### config.mk
export PLATFORM = sky130hd
export DESIGN_NAME = aes_key_expand_iter
export DESIGN_NICKNAME = d
export VERILOG_FILES = /design/src/rtl/aes_pkg.sv /design/src/rtl/aes_sbox.sv /design/src/rtl/aes_key_expand_iter.sv
export SDC_FILE = /design/constraint.sdc
export NUM_CORES = 2
export LEC_CHECK = 0
export CORE_AREA = 4 4 594 596
export CTS_CLUSTER_SIZE = 8
export DETAILED_ROUTE_END_ITERATION = 16
export DIE_AREA = 0 0 598 600
export HOLD_SLACK_MARGIN = 0.15
export PLACE_DENSITY = 0.57
export SETUP_SLACK_MARGIN = 0.5
export SYNTH_ARGS = -nofsm -noshare
export SYNTH_HDL_FRONTEND = slang
export SYNTH_SLANG_ARGS = --single-unit
### constraint.sdc
create_clock -name clk -period 8 [get_ports clk]
set_input_delay 1.2 -clock clk [delete_from_list [all_inputs] [get_ports clk]]
set_output_delay 1.2 -clock clk [all_outputs]
set_load 0.01 [all_outputs]
### src/rtl/aes_pkg.sv
// Shared AES definitions used by the key schedule and by the cipher datapath.
//   word_t      : one 32-bit key-schedule word
//   rkey_tbl_t  : 11 round keys of 4 words each, indexed [round][column]
//   rot_word()  : byte rotation used by the key schedule
//   xtime()     : multiply-by-x in GF(2^8), used to advance the round constant
package aes_pkg;

  localparam int NK = 4;
  localparam int NR = 10;
  localparam int NWORDS = NK * (NR + 1);
  localparam logic [7:0] RCON_INIT = 8'h01;

  typedef logic [31:0] word_t;
  typedef word_t [0:10][0:3] rkey_tbl_t;

  typedef enum logic {
    ST_IDLE   = 1'b0,
    ST_EXPAND = 1'b1
  } ks_state_t;

  function automatic word_t rot_word(input word_t x);
    return {x[23:0], x[31:24]};
  endfunction

  function automatic logic [7:0] xtime(input logic [7:0] b);
    return {b[6:0], 1'b0} ^ (b[7] ? 8'h1b : 8'h00);
  endfunction

endpackage

### src/rtl/aes_sbox.sv
// Combinational AES forward S-box, one byte in, one byte out.
// Shared by the key schedule (SubWord) and the SubBytes stage.
//   din  : input byte
//   dout : substituted byte
module aes_sbox (
  input  logic [7:0] din,
  output logic [7:0] dout
);

  localparam logic [7:0] SBOX [0:255] = '{
    8'h63, 8'h7c, 8'h77, 8'h7b, 8'hf2, 8'h6b, 8'h6f, 8'hc5, 8'h30, 8'h01, 8'h67, 8'h2b, 8'hfe, 8'hd7, 8'hab, 8'h76,
    8'hca, 8'h82, 8'hc9, 8'h7d, 8'hfa, 8'h59, 8'h47, 8'hf0, 8'had, 8'hd4, 8'ha2, 8'haf, 8'h9c, 8'ha4, 8'h72, 8'hc0,
    8'hb7, 8'hfd, 8'h93, 8'h26, 8'h36, 8'h3f, 8'hf7, 8'hcc, 8'h34, 8'ha5, 8'he5, 8'hf1, 8'h71, 8'hd8, 8'h31, 8'h15,
    8'h04, 8'hc7, 8'h23, 8'hc3, 8'h18, 8'h96, 8'h05, 8'h9a, 8'h07, 8'h12, 8'h80, 8'he2, 8'heb, 8'h27, 8'hb2, 8'h75,
    8'h09, 8'h83, 8'h2c, 8'h1a, 8'h1b, 8'h6e, 8'h5a, 8'ha0, 8'h52, 8'h3b, 8'hd6, 8'hb3, 8'h29, 8'he3, 8'h2f, 8'h84,
    8'h53, 8'hd1, 8'h00, 8'hed, 8'h20, 8'hfc, 8'hb1, 8'h5b, 8'h6a, 8'hcb, 8'hbe, 8'h39, 8'h4a, 8'h4c, 8'h58, 8'hcf,
    8'hd0, 8'hef, 8'haa, 8'hfb, 8'h43, 8'h4d, 8'h33, 8'h85, 8'h45, 8'hf9, 8'h02, 8'h7f, 8'h50, 8'h3c, 8'h9f, 8'ha8,
    8'h51, 8'ha3, 8'h40, 8'h8f, 8'h92, 8'h9d, 8'h38, 8'hf5, 8'hbc, 8'hb6, 8'hda, 8'h21, 8'h10, 8'hff, 8'hf3, 8'hd2,
    8'hcd, 8'h0c, 8'h13, 8'hec, 8'h5f, 8'h97, 8'h44, 8'h17, 8'hc4, 8'ha7, 8'h7e, 8'h3d, 8'h64, 8'h5d, 8'h19, 8'h73,
    8'h60, 8'h81, 8'h4f, 8'hdc, 8'h22, 8'h2a, 8'h90, 8'h88, 8'h46, 8'hee, 8'hb8, 8'h14, 8'hde, 8'h5e, 8'h0b, 8'hdb,
    8'he0, 8'h32, 8'h3a, 8'h0a, 8'h49, 8'h06, 8'h24, 8'h5c, 8'hc2, 8'hd3, 8'hac, 8'h62, 8'h91, 8'h95, 8'he4, 8'h79,
    8'he7, 8'hc8, 8'h37, 8'h6d, 8'h8d, 8'hd5, 8'h4e, 8'ha9, 8'h6c, 8'h56, 8'hf4, 8'hea, 8'h65, 8'h7a, 8'hae, 8'h08,
    8'hba, 8'h78, 8'h25, 8'h2e, 8'h1c, 8'ha6, 8'hb4, 8'hc6, 8'he8, 8'hdd, 8'h74, 8'h1f, 8'h4b, 8'hbd, 8'h8b, 8'h8a,
    8'h70, 8'h3e, 8'hb5, 8'h66, 8'h48, 8'h03, 8'hf6, 8'h0e, 8'h61, 8'h35, 8'h57, 8'hb9, 8'h86, 8'hc1, 8'h1d, 8'h9e,
    8'he1, 8'hf8, 8'h98, 8'h11, 8'h69, 8'hd9, 8'h8e, 8'h94, 8'h9b, 8'h1e, 8'h87, 8'he9, 8'hce, 8'h55, 8'h28, 8'hdf,
    8'h8c, 8'ha1, 8'h89, 8'h0d, 8'hbf, 8'he6, 8'h42, 8'h68, 8'h41, 8'h99, 8'h2d, 8'h0f, 8'hb0, 8'h54, 8'hbb, 8'h16
  };

  assign dout = SBOX[din];

endmodule

### src/rtl/aes_key_expand_iter.sv
// Iterative AES-128 key schedule: expands the cipher key into w[0..43],
// one word per clock, into a register file that feeds add_round_key.
//   clk        : rising-edge clock
//   rst_n      : asynchronous active-low reset
//   start      : begin expansion (sampled in IDLE only)
//   key        : cipher key, w0 = key[127:96]; captured on the accepting edge
//   busy       : expansion in progress
//   done       : one-cycle pulse after w43 is written
//   key_valid  : round-key table complete and stable
//   round_key  : round_key[r][c] = w[4r+c], straight from registers
//
// state     | meaning
// ST_IDLE   | waiting for start; table holds last result (valid if key_valid)
// ST_EXPAND | writing w[idx], idx = 4..43, one word per clock
module aes_key_expand_iter
  import aes_pkg::*;
#(
  parameter int NK = 4,
  parameter int NR = 10
) (
  input  logic         clk,
  input  logic         rst_n,
  input  logic         start,
  input  logic [127:0] key,
  output logic         busy,
  output logic         done,
  output logic         key_valid,
  output rkey_tbl_t    round_key
);

  generate
    if (NK != 4 || NR != 10) begin : g_bad_param
      $error("aes_key_expand_iter supports only NK=4, NR=10");
    end
  endgenerate

  localparam logic [5:0] FIRST_IDX = 6'd4;
  localparam logic [5:0] LAST_IDX  = 6'(NWORDS - 1);

  ks_state_t  state_q, state_d;
  logic [5:0] idx_q, idx_d;
  logic [7:0] rcon_q, rcon_d;
  logic       busy_q, busy_d;
  logic       done_q, done_d;
  logic       key_valid_q, key_valid_d;
  word_t      w_q [0:NWORDS-1];
  word_t      w_d [0:NWORDS-1];

  logic [5:0] rd_prev_idx;
  logic [5:0] rd_back4_idx;
  word_t      w_prev;
  word_t      w_back4;
  word_t      rot_prev;
  word_t      sub_word;
  word_t      temp;
  logic       grp_start;

  // Only meaningful in ST_EXPAND, where idx_q >= 4 so neither read underflows.
  assign rd_prev_idx  = idx_q - 6'd1;
  assign rd_back4_idx = idx_q - 6'd4;
  assign w_prev       = w_q[rd_prev_idx];
  assign w_back4      = w_q[rd_back4_idx];
  assign rot_prev     = rot_word(w_prev);
  assign grp_start    = (idx_q[1:0] == 2'd0);

  for (genvar b = 0; b < 4; b++) begin : g_subword
    aes_sbox u_sbox (
      .din  (rot_prev[8*b +: 8]),
      .dout (sub_word[8*b +: 8])
    );
  end

  assign temp = grp_start ? (sub_word ^ {rcon_q, 24'h0}) : w_prev;

  always_comb begin
    state_d     = state_q;
    idx_d       = idx_q;
    rcon_d      = rcon_q;
    busy_d      = busy_q;
    done_d      = 1'b0;
    key_valid_d = key_valid_q;
    w_d         = w_q;

    case (state_q)
      ST_IDLE: begin
        if (start) begin
          w_d[0]      = key[127:96];
          w_d[1]      = key[95:64];
          w_d[2]      = key[63:32];
          w_d[3]      = key[31:0];
          idx_d       = FIRST_IDX;
          rcon_d      = RCON_INIT;
          busy_d      = 1'b1;
          key_valid_d = 1'b0;
          state_d     = ST_EXPAND;
        end
      end

      ST_EXPAND: begin
        w_d[idx_q] = w_back4 ^ temp;
        if (grp_start) begin
          rcon_d = xtime(rcon_q);
        end
        if (idx_q == LAST_IDX) begin
          // idx parks at 43; the next start reloads it.
          state_d     = ST_IDLE;
          busy_d      = 1'b0;
          done_d      = 1'b1;
          key_valid_d = 1'b1;
        end else begin
          idx_d = idx_q + 6'd1;
        end
      end

      default: begin
        state_d = ST_IDLE;
      end
    endcase
  end

  always_ff @(posedge clk or negedge rst_n) begin
    if (!rst_n) begin
      state_q     <= ST_IDLE;
      idx_q       <= 6'd0;
      rcon_q      <= RCON_INIT;
      busy_q      <= 1'b0;
      done_q      <= 1'b0;
      key_valid_q <= 1'b0;
      for (int i = 0; i < NWORDS; i++) begin
        w_q[i] <= '0;
      end
    end else begin
      state_q     <= state_d;
      idx_q       <= idx_d;
      rcon_q      <= rcon_d;
      busy_q      <= busy_d;
      done_q      <= done_d;
      key_valid_q <= key_valid_d;
      w_q         <= w_d;
    end
  end

  always_comb begin
    round_key = '0;
    for (int r = 0; r <= NR; r++) begin
      for (int c = 0; c < NK; c++) begin
        round_key[r][c] = w_q[4*r + c];
      end
    end
  end

  assign busy      = busy_q;
  assign done      = done_q;
  assign key_valid = key_valid_q;

endmodule

=== Yosys cells after proc, flatten, opt, wreduce, memory -nomap -nowiden ===
Memories as Yosys holds them, arrays and structs flattened.
Index checks and enable logic that the tools add are counted.

* Flip-flop bits (word level): 1426
* Memory bits (read-only): 8192
* Bits of input ports: 131
* Output and inout port bits: 1411
* Memories kept: 4

* Add/subtract/negate cells: 3
* Magnitude comparators: 8
* Eq/ne operators: 5
* Muxes and demuxes: 38
* Bitwise gates (word level): 11
* Reductions and logical operators: 5

{| class="wikitable"
|+ Memories
! memory !! words !! width !! read ports !! clocked after memory_dff !! wr ports !! RTL line !! text
|-
| (name not given) || 256 || 8 || 1 || 0 || 0 || aes_sbox.sv:29 || <nowiki>assign dout = SBOX[din];</nowiki>
|-
| (name not given) || 256 || 8 || 1 || 0 || 0 || aes_sbox.sv:29 ||
|-
| (name not given) || 256 || 8 || 1 || 0 || 0 || aes_sbox.sv:29 ||
|-
| (name not given) || 256 || 8 || 1 || 0 || 0 || aes_sbox.sv:29 ||
|}

{| class="wikitable"
|+ Operator list
! operator !! number
|-
| bitwise mux 1408 bit || 1
|-
| binary-select mux 32 bit (select 6 bit) || 2
|-
| case mux 128 bit (2 select lines) || 1
|-
| demux 32 bit (select 6 bit) || 1
|-
| 2-to-1 mux 32 bit || 6
|-
| 2-to-1 mux 128 bit || 1
|-
| 2-to-1 mux 8 bit || 10
|-
| XOR 32 bit || 2
|-
| greater-or-equal comparator 9 bit (second input constant) || 4
|-
| NOT 8 -> 9 bit || 4
|-
| greater-or-equal comparator 7 bit (second input constant) || 3
|-
| NOT 6 -> 7 bit || 3
|-
| case mux 8 bit (2 select lines) || 1
|-
| 2-to-1 mux 6 bit || 2
|-
| case mux 6 bit (2 select lines) || 1
|-
| 2-to-1 mux 1 bit || 8
|-
| XOR 8 x 5 -> 8 bit || 1
|-
| < comparator 7 x 1 -> 1 bit (second input constant) || 1
|-
| adder 6 x 1 -> 6 bit (second input constant) || 1
|-
| equality test 6 bit (second input constant) || 1
|-
| case mux 1 bit (2 select lines) || 3
|-
| AND reduction 2 bit || 3
|-
| subtractor 6 x 1 -> 6 bit (second input constant) || 1
|-
| subtractor 6 x 3 -> 6 bit (second input constant) || 1
|-
| other kinds (6) || 8
|}

=== Depth between registers and ports, before layout ===
* Depth in word-level cells: 14
* Mapped depth: 37
* Depth with buffers taken out: 20

=== By module ===
From an unflattened synthesis, not the netlist that was laid out.

* Cell total of the unflattened synthesis: 9743
* Area total of the unflattened synthesis: 89258.1 um^2

{| class="wikitable"
|+ By module, submodules not included
! module !! instances !! cells an instance !! area each (um^2) !! seq. area each (um^2)
|-
| aes_key_expand_iter || 1 || 7615 || 76390.8 || 35685.5
|-
| aes_sbox || 4 || 532 || 3216.8 || 0.0
|}

=== Worst setup path after synthesis ===
No wires, ideal clock.

* Path kind: register to register
* Start: reg idx_q[0]
* End: reg w_q, in the netlist round_key[579]
* Setup time: 0.132 ns
* Arrival time: 7.802 ns
* Path slack: 0.066 ns
* Cell stages (with the launch flop): 34
* Clock period less this slack: 7.934 ns
* Cell sequence: dfrtp_1 -> buf_6 -> buf_6 -> buf_6 -> inv_2 -> clkbuf_1 -> clkbuf_1 -> buf_1 -> clkbuf_1 -> clkbuf_1 -> ha_1 -> buf_4 -> buf_4 -> buf_4 -> buf_2 -> buf_2 -> clkbuf_1 -> mux4_2 -> a31oi_1 -> o22a_1 -> buf_2 -> inv_1 -> ha_1 -> clkbuf_1 -> a21boi_0 -> o21ai_1 -> a21oi_1 -> a311oi_1 -> or4_1 -> a2111oi_0 -> a21oi_1 -> xor2_1 -> clkbuf_1 -> o21ai_1

* Longest elaborated chain between the ends: 13
* Elaborated cells between the ends (all ways): 25

{| class="wikitable"
|+ RTL lines
! what !! RTL line !! text
|-
| from (decl) || aes_key_expand_iter.sv:41 || <nowiki>logic [5:0] idx_q, idx_d;</nowiki>
|-
| from (signal assigned) || aes_key_expand_iter.sv:134 || <nowiki>idx_q <= idx_d;</nowiki>
|-
| subtractor 6 x 1 -> 6 bit || aes_key_expand_iter.sv:59 || <nowiki>assign rd_prev_idx = idx_q - 6'd1;</nowiki>
|-
| NOT 6 -> 7 bit (implied by the code) || aes_key_expand_iter.sv:61 || <nowiki>assign w_prev = w_q[rd_prev_idx];</nowiki>
|-
| binary-select mux 32 bit (select 6 bit) || aes_key_expand_iter.sv:61 ||
|-
| 2-to-1 mux 32 bit (implied by the code) (2 in series) || aes_key_expand_iter.sv:61 ||
|-
| NOT 8 -> 9 bit (implied by the code) || aes_sbox.sv:29 ||
|-
| memory (256 x 8 bit) || n/a ||
|-
| 2-to-1 mux 8 bit (implied by the code) (2 in series) || aes_sbox.sv:29 ||
|-
| XOR 32 bit || aes_key_expand_iter.sv:73 || <nowiki>assign temp = grp_start ? (sub_word ^ {rcon_q, 24'h0}) : w_prev;</nowiki>
|-
| 2-to-1 mux 32 bit || aes_key_expand_iter.sv:73 ||
|-
| XOR 32 bit || aes_key_expand_iter.sv:100 || <nowiki>w_d[idx_q] = w_back4 ^ temp;</nowiki>
|-
| bitwise mux 1408 bit * || aes_key_expand_iter.sv:100 ||
|-
| to (signal assigned) || aes_key_expand_iter.sv:139 || <nowiki>w_q <= w_d;</nowiki>
|-
| to (decl) || aes_key_expand_iter.sv:46 || <nowiki>word_t w_q [0:NWORDS-1];</nowiki>
|}

Mark *: on every way between the ends. The rest lies on a longest branch, timed or not. The select of a mux whose other input is x is not followed.
A chain may end at the register's enable or synchronous reset.

=== Worst setup path after layout ===
* Start: reg idx_q[0]
* End: reg w_q, in the netlist round_key[822]

Same word-level chain as after synthesis.

==> out/results.ini <==
[run_status]
status=finished with violations
violations=max-capacitance violations, max-slew violations

[place]
gp_congestion=1.063
placedInstanceArea_sq_um=112300
dp_hpwl_um=584500
numPortBuffers=1541
pre_cts_slack_ns=0.2887

[synthesis]
yosysSeqAreaShare_pct=40.25
async_reset_ff_share_pct=100.0
synth_seq_cells=1426
syn_nets=9905
netlist_area_sq_um=88660
synthXorXnorAreaFrac_pct=0.5589
synth_fa_ha_area_share_pct=0.8609
synth_cells=9713
synth_top_family_by_area=compound AO/OA/AOI/OAI gates
syn_avg_cell_area_sq_um=9.127
synth_cell_types=117
synth_edf_count=0
synth-compound-area-share_pct=24.10
synth_mux_area_share_pct=15.39
yosysWarnings=0
dominantRegCellSynth=dfrtp_1
yosys.area_share.simple_pct=13.37

[floorplanning]
dieWidth_um=598
dieArea_sq_um=358800
std_cell_rows=217
core_sq_um=348100
die_h_um=600
start_util_pct=25.47
boundaryPins=1542

[critical_path]
path_max_fanout=40
worstReg2RegStart=idx_q[0]
critPathCaptureType=flop
crit_type=flop to flop
startpoint_type=flop
regToRegSetupSlack_ns=0.31
worstPathArrival_ns=8.38
regToRegEndpoint=round_key[822]
critPathRequiredTime_ns=8.70
r2r_cells=20

[timing]
setup_violations=0
relSlewSlack_pct=-3.309
drv_slew=4
clock_skew_ns=0.08778
grt_setup_unrepaired=false
finalWorstSetupSlack_ns=0.3135
period_needed_ns=7.686
worst_pin_slew_ns=1.543
setup_tns_ns=0
max_freq_mhz=130.1
final_hold_viol_count=0
final.period_utilization_pct=96.08

[routing]
final_antenna_net_count=0
wirelength_um=769400
drcViolationCount=0
via_per_inst=6.501
drt-initial-drc-count=17370
firstDrtPassIters=7
vias=102400
routedWlPerCell_um=48.84

[clock_network]
htreeDepth=4
clk_latency_ns=0.94
clock_sinks=1426
cts_buffers=204
cts_hold_buf=0
tritoncts=yes
cts_root_buf=clkbuf_16
clk_path_buf_depth=4
clk_pin_slew_worst_paths_ns=0.06

[finish]
fin_area_sq_um=118300
layout_commonest_cell=nand2_1
fill_cells=35720
multi_input_area_sq_um=49740
mostFrequentLayoutCells=nand2_1 (1715), clkdlybuf4s50_1 (1540), dfrtp_1 (1421)
fin_nets=11250
regArea_sq_um=35700
drive_above_1_share_pct=15.28
syn_to_final_growth_pct=33.38

[grt]
gr-total-overflow=0
grt_pass1_wl_um=990600
antenna_found_initial=102
grt_max_degree=159
first_global_vias=94390
groute.usage.overall_pct=41.15

[job]
maxCapViolations=2

[worst_hold_path]
hold_path_class=input pin to async pin

-- synth_stat cells, drive strengths merged, types with 24 or more instances --
cell type | count | area share (%)
o2111ai | 28 | 0.30
o31ai | 82 | 0.72
nor2 | 463 | 2.0
nor3 | 135 | 0.80
or3 | 29 | 0.21
a22oi | 89 | 0.75
mux4 | 404 | 10
o221ai | 141 | 1.4
inv | 47 | 0.20
ha | 61 | 0.86
nand3 | 189 | 1.1
a211o | 25 | 0.25
o21ai | 1480 | 8.4
buf | 384 | 2.5
nand4 | 65 | 0.47
a31oi | 138 | 0.97
a311oi | 41 | 0.41
xnor2 | 37 | 0.38
nor4 | 61 | 0.45
a32oi | 26 | 0.26
o22ai | 367 | 2.6
a21oi | 462 | 2.6
a211oi | 96 | 0.84
a221oi | 78 | 0.78
and3 | 31 | 0.22
o211ai | 83 | 0.70
mux2i | 241 | 2.7
dfrtp | 1425 | 40
nand2 | 1746 | 7.4
o311ai | 51 | 0.53
nand2b | 24 | 0.17
mux2 | 189 | 2.4
clkbuf | 648 | 2.7
-- worst max-delay path, cell delays in order (launching register included) --
cell and delay (ns):
dfrtp_4 0.62, inv_6 0.07, ha_4 0.23, xnor2_4 0.60
buf_12 0.26, buf_12 0.32, mux2i_1 0.36, o22ai_1 0.66
nand2_1 0.32, o21a_2 0.25, inv_2 0.33, buf_4 0.28
mux2i_1 0.54, nand2_1 0.21, a21oi_1 0.35, o21a_1 0.20
a41oi_1 0.14, o21a_1 0.40, xnor2_2 0.50, buf_12 0.36
o21ai_0 0.16
-- area by class of cell --
cell class | instances | share of cell area [%]
inverters | 51 | 0.1704
multi-input cells | 7206 | 42.06
clock inverters | 12 | 0.1862
well taps | 4599 | 4.866
repair buffers | 2168 | 17.87
clock buffers | 222 | 4.504
flip-flops and latches | 1426 | 30.19
diodes | 69 | 0.1460
-- worst max-delay path by stage --
| stage | startpoint | endpoint | slack (ns) | cells after the start |
|---|---|---|---|---|
| global placement | idx_q[0] | round_key[282] | 0.24 | 26 |
| finish | idx_q[0] | round_key[822] | 0.31 | 20 |
| CTS | idx_q[0] | round_key[128] | 0.50 | 17 |
| detailed placement | idx_q[0] | round_key[1146] | 0.29 | 26 |
| floorplan | idx_q[0] | round_key[739] | 0.52 | 35 |
| global route | idx_q[0] | round_key[963] | 0.51 | 23 |
-- registers in the layout, indices dropped and copies added, names as in the netlist --
| register | flops |
|---|---|
| busy | 1 |
| idx_q | 6 |
| rcon_q | 8 |
| done | 1 |
| state_q | 1 |
| round_key | 1408 |
| key_valid | 1 |
-- kinds of logic (layout without fill, tap and decap cells) --
group | after synthesis | count (layout)
DFF | 1426 | 1426
adders and majority gates | 61 | 61
AOI/OAI and AO/OA | 3441 | 3441
xor gates and xnor gates | 54 | 55
muxes | 834 | 834
other | 0 | 69
and+or+nand+nor | 2814 | 2815
buffers and inverters | 1083 | 2453
-- per-layer routing --
layer | share of wire (%) | global-route usage, % | vias up
met5 | 0.070 | 0.5882 | -
met4 | 10 | 33.68 | 35
met3 | 14 | 18.74 | 2200
met2 | 40 | 57.54 | 9042
met1 | 35 | 48.05 | 51990
li1 | - | - | 39150
-- per-stage QoR --
stage / utilization [%] / instances / hold slack [ns]
detailed placement: 32.26 / 15440 / 0.4881
global route: 33.93 / 15700 / 0.2990
floorplan: - / 9713 / 0.4855
finish: 33.97 / 15750 / 0.2554
CTS: 33.88 / 15680 / 0.2793
global placement: 32.26 / 15440 / 0.4807
-- what timing repair did --
item / CTS / global route
setup endpoints to repair: 80 / 659
resized for setup: 4 / 18
pin swaps: 0 / 3
setup buffers: 3 / 2
gates cloned: 0 / 2
Power is not shown: default switching activity piles up to over one toggle a cycle in this logic, so the estimate is an artifact.
==> variant (config.mk and constraints unchanged) <==
Remove the register `done_q`: a continuous assignment takes its place, so the output `done` follows one clock earlier.
--- a/src/rtl/aes_key_expand_iter.sv
+++ b/src/rtl/aes_key_expand_iter.sv
@@ -124,7 +124,6 @@
       idx_q       <= 6'd0;
       rcon_q      <= RCON_INIT;
       busy_q      <= 1'b0;
-      done_q      <= 1'b0;
       key_valid_q <= 1'b0;
       for (int i = 0; i < NWORDS; i++) begin
         w_q[i] <= '0;
@@ -134,11 +133,12 @@
       idx_q       <= idx_d;
       rcon_q      <= rcon_d;
       busy_q      <= busy_d;
-      done_q      <= done_d;
       key_valid_q <= key_valid_d;
       w_q         <= w_d;
     end
   end
+
+  assign done_q = done_d;
 
   always_comb begin
     round_key = '0;
Check against the original RTL: not settled (the Yosys comparison gave no result); the edit may change what the design does.
==> variant against the unedited design <==
- the run still ends with max-capacitance violations, max-slew violations left
- final area increased by 1.3%
- area after synthesis about the same
- clock skew increased by 0.022 ns
- count of clock-buffer cells in the layout increased by 6
- sequential cell count decreased by 1
- sequential share of layout area decreased by 0.41 points
- worst setup slack improved by 0.20 ns
- cell count increased by 1.1%
- critical path depth unchanged
- wire length increased by 2.7%
- critical path type unchanged
- critical endpoint is now round_key[1378]
Power is not shown: default switching activity piles up to over one toggle a cycle in this logic, so the estimate is an artifact.
==> variant: results <==
setup_path:
  cp_max_fo: 44
  worstPathArrival_ns: 8.30
  r2r_slack_ns: 0.52
placed_design:
  hpwl_um: 605000
  port_buffers: 1541
  place_area_sq_mm: 0.114
  gp_congestion: 1.03
  dp_slack_ns: 0.0398
clocking:
  cts_max_level: 4
  root_buffer: "clkbuf_16"
  clk_path_buf_depth: 4
  insertion_delay_ns: 0.99
  cts_made_buffers: 206
  path_clk_slew_ns: 0.06
  ctsResizeCount: 8
  post-cts-setup-buffers: 0
synth:
  synth_flop_cell: "dfrtp_1"
  yosysSeqAreaShare: 0.402
  ys_types: 117
  synth.avg_cell_area_sq_um: 9.13
  yosysWarnings: 0
  synthesis.nets: 9904
  yosysTopAreaCellShare: 0.402
  yosys-top-cells-count: "nand2_1, dfrtp_1, o21ai_0"
  synthTopCellsByArea: "dfrtp_1, mux4_2, o21ai_0, nand2_1, clkbuf_1"
  async_reset_ff_frac: 1.00
final_layout:
  drive_gt1_frac: 0.165
  seqCellArea_sq_mm: 0.0357
  instances_no_fill: 15900
  fin_nets: 11400
  largest_reg_flops: 1408
  fill_cells: 35800
global_route:
  antenna_found_initial: 97
  grt_pass1_wl_um: 1020000
  grt_max_degree: 180
  grt_pass1_vias: 95400
  groute.usage.overall: 0.424
status:
  status: "finished with violations"
  failed_checks: "max-capacitance violations, max-slew violations"
detailed_routing:
  drtIter0Drc: 16300
  vias: 103000
  wirelength_um: 790000
  dr.pass1.iters: 9
timing:
  tightestPinTransition_ns: 1.57
  maxSlewViolCount: 4
  clock-skew-final_ns: 0.110
  post-route-period-util: 0.935
  timing.hold.ws_ns: 0.500
worst_hold_path:
  min_path_type: "flip-flop to flip-flop"
run:
  drv_cap: 4
==> variant: kinds of logic after synthesis <==
| logic type | Yosys count | synth area share |
|---|---|---|
| mux | 834 | 0.154 |
| fa+ha+maj | 61 | 0.00861 |
| compound gates | 3441 | 0.241 |
| buf+inv | 1083 | 0.0547 |
| flops | 1425 | 0.402 |
| simple gates | 2814 | 0.134 |
| xor+xnor | 54 | 0.00559 |
==> variant: critical path, stage by stage (launching register included) <==
cell,delay (ns)
dfrtp_4,0.59
inv_2,0.09
ha_4,0.45
buf_12,0.23
buf_12,0.26
mux4_2,0.30
nand2_1,0.07
a21oi_1,0.69
a31oi_1,0.24
o22a_1,0.36
buf_4,0.30
ha_1,0.29
inv_1,0.36
nor2_1,0.12
o311a_1,0.34
nor4_1,1.24
o41ai_1,0.35
xor2_4,0.25
buf_12,0.24
a211o_1,0.32
nand3_1,0.06
==> variant: per-layer routing <==
layer	part of all wire	GRT usage	routed length (um)	vias up
met5	0.00040	0	317	-
met4	0.10	0.335	79300	48
met3	0.13	0.172	103000	2170
met2	0.41	0.599	321000	8746
met1	0.36	0.508	287000	52700
li1	-	-	-	39400
==> variant: area by class of cell <==
class / count / share of cell area
sequential: 1425 / 0.298
tap: 4599 / 0.0480
clock buffer: 228 / 0.0443
multi-input combinational: 7204 / 0.415
timing repair buffer: 2340 / 0.189
clock inverter: 20 / 0.00311
inverter: 51 / 0.00170
antenna: 58 / 0.00121
==> variant: worst paths after layout <==
path	endpoint	start	depth (start not counted)
setup / recovery	round_key[1378]	idx_q[1]	20
max in group asynchronous	round_key[359]	rst_n	4
hold / removal	key_valid	key_valid	2
setup reg to reg	round_key[1378]	idx_q[1]	20
hold reg to reg	key_valid	key_valid	2
min in group asynchronous	round_key[1386]	rst_n	2
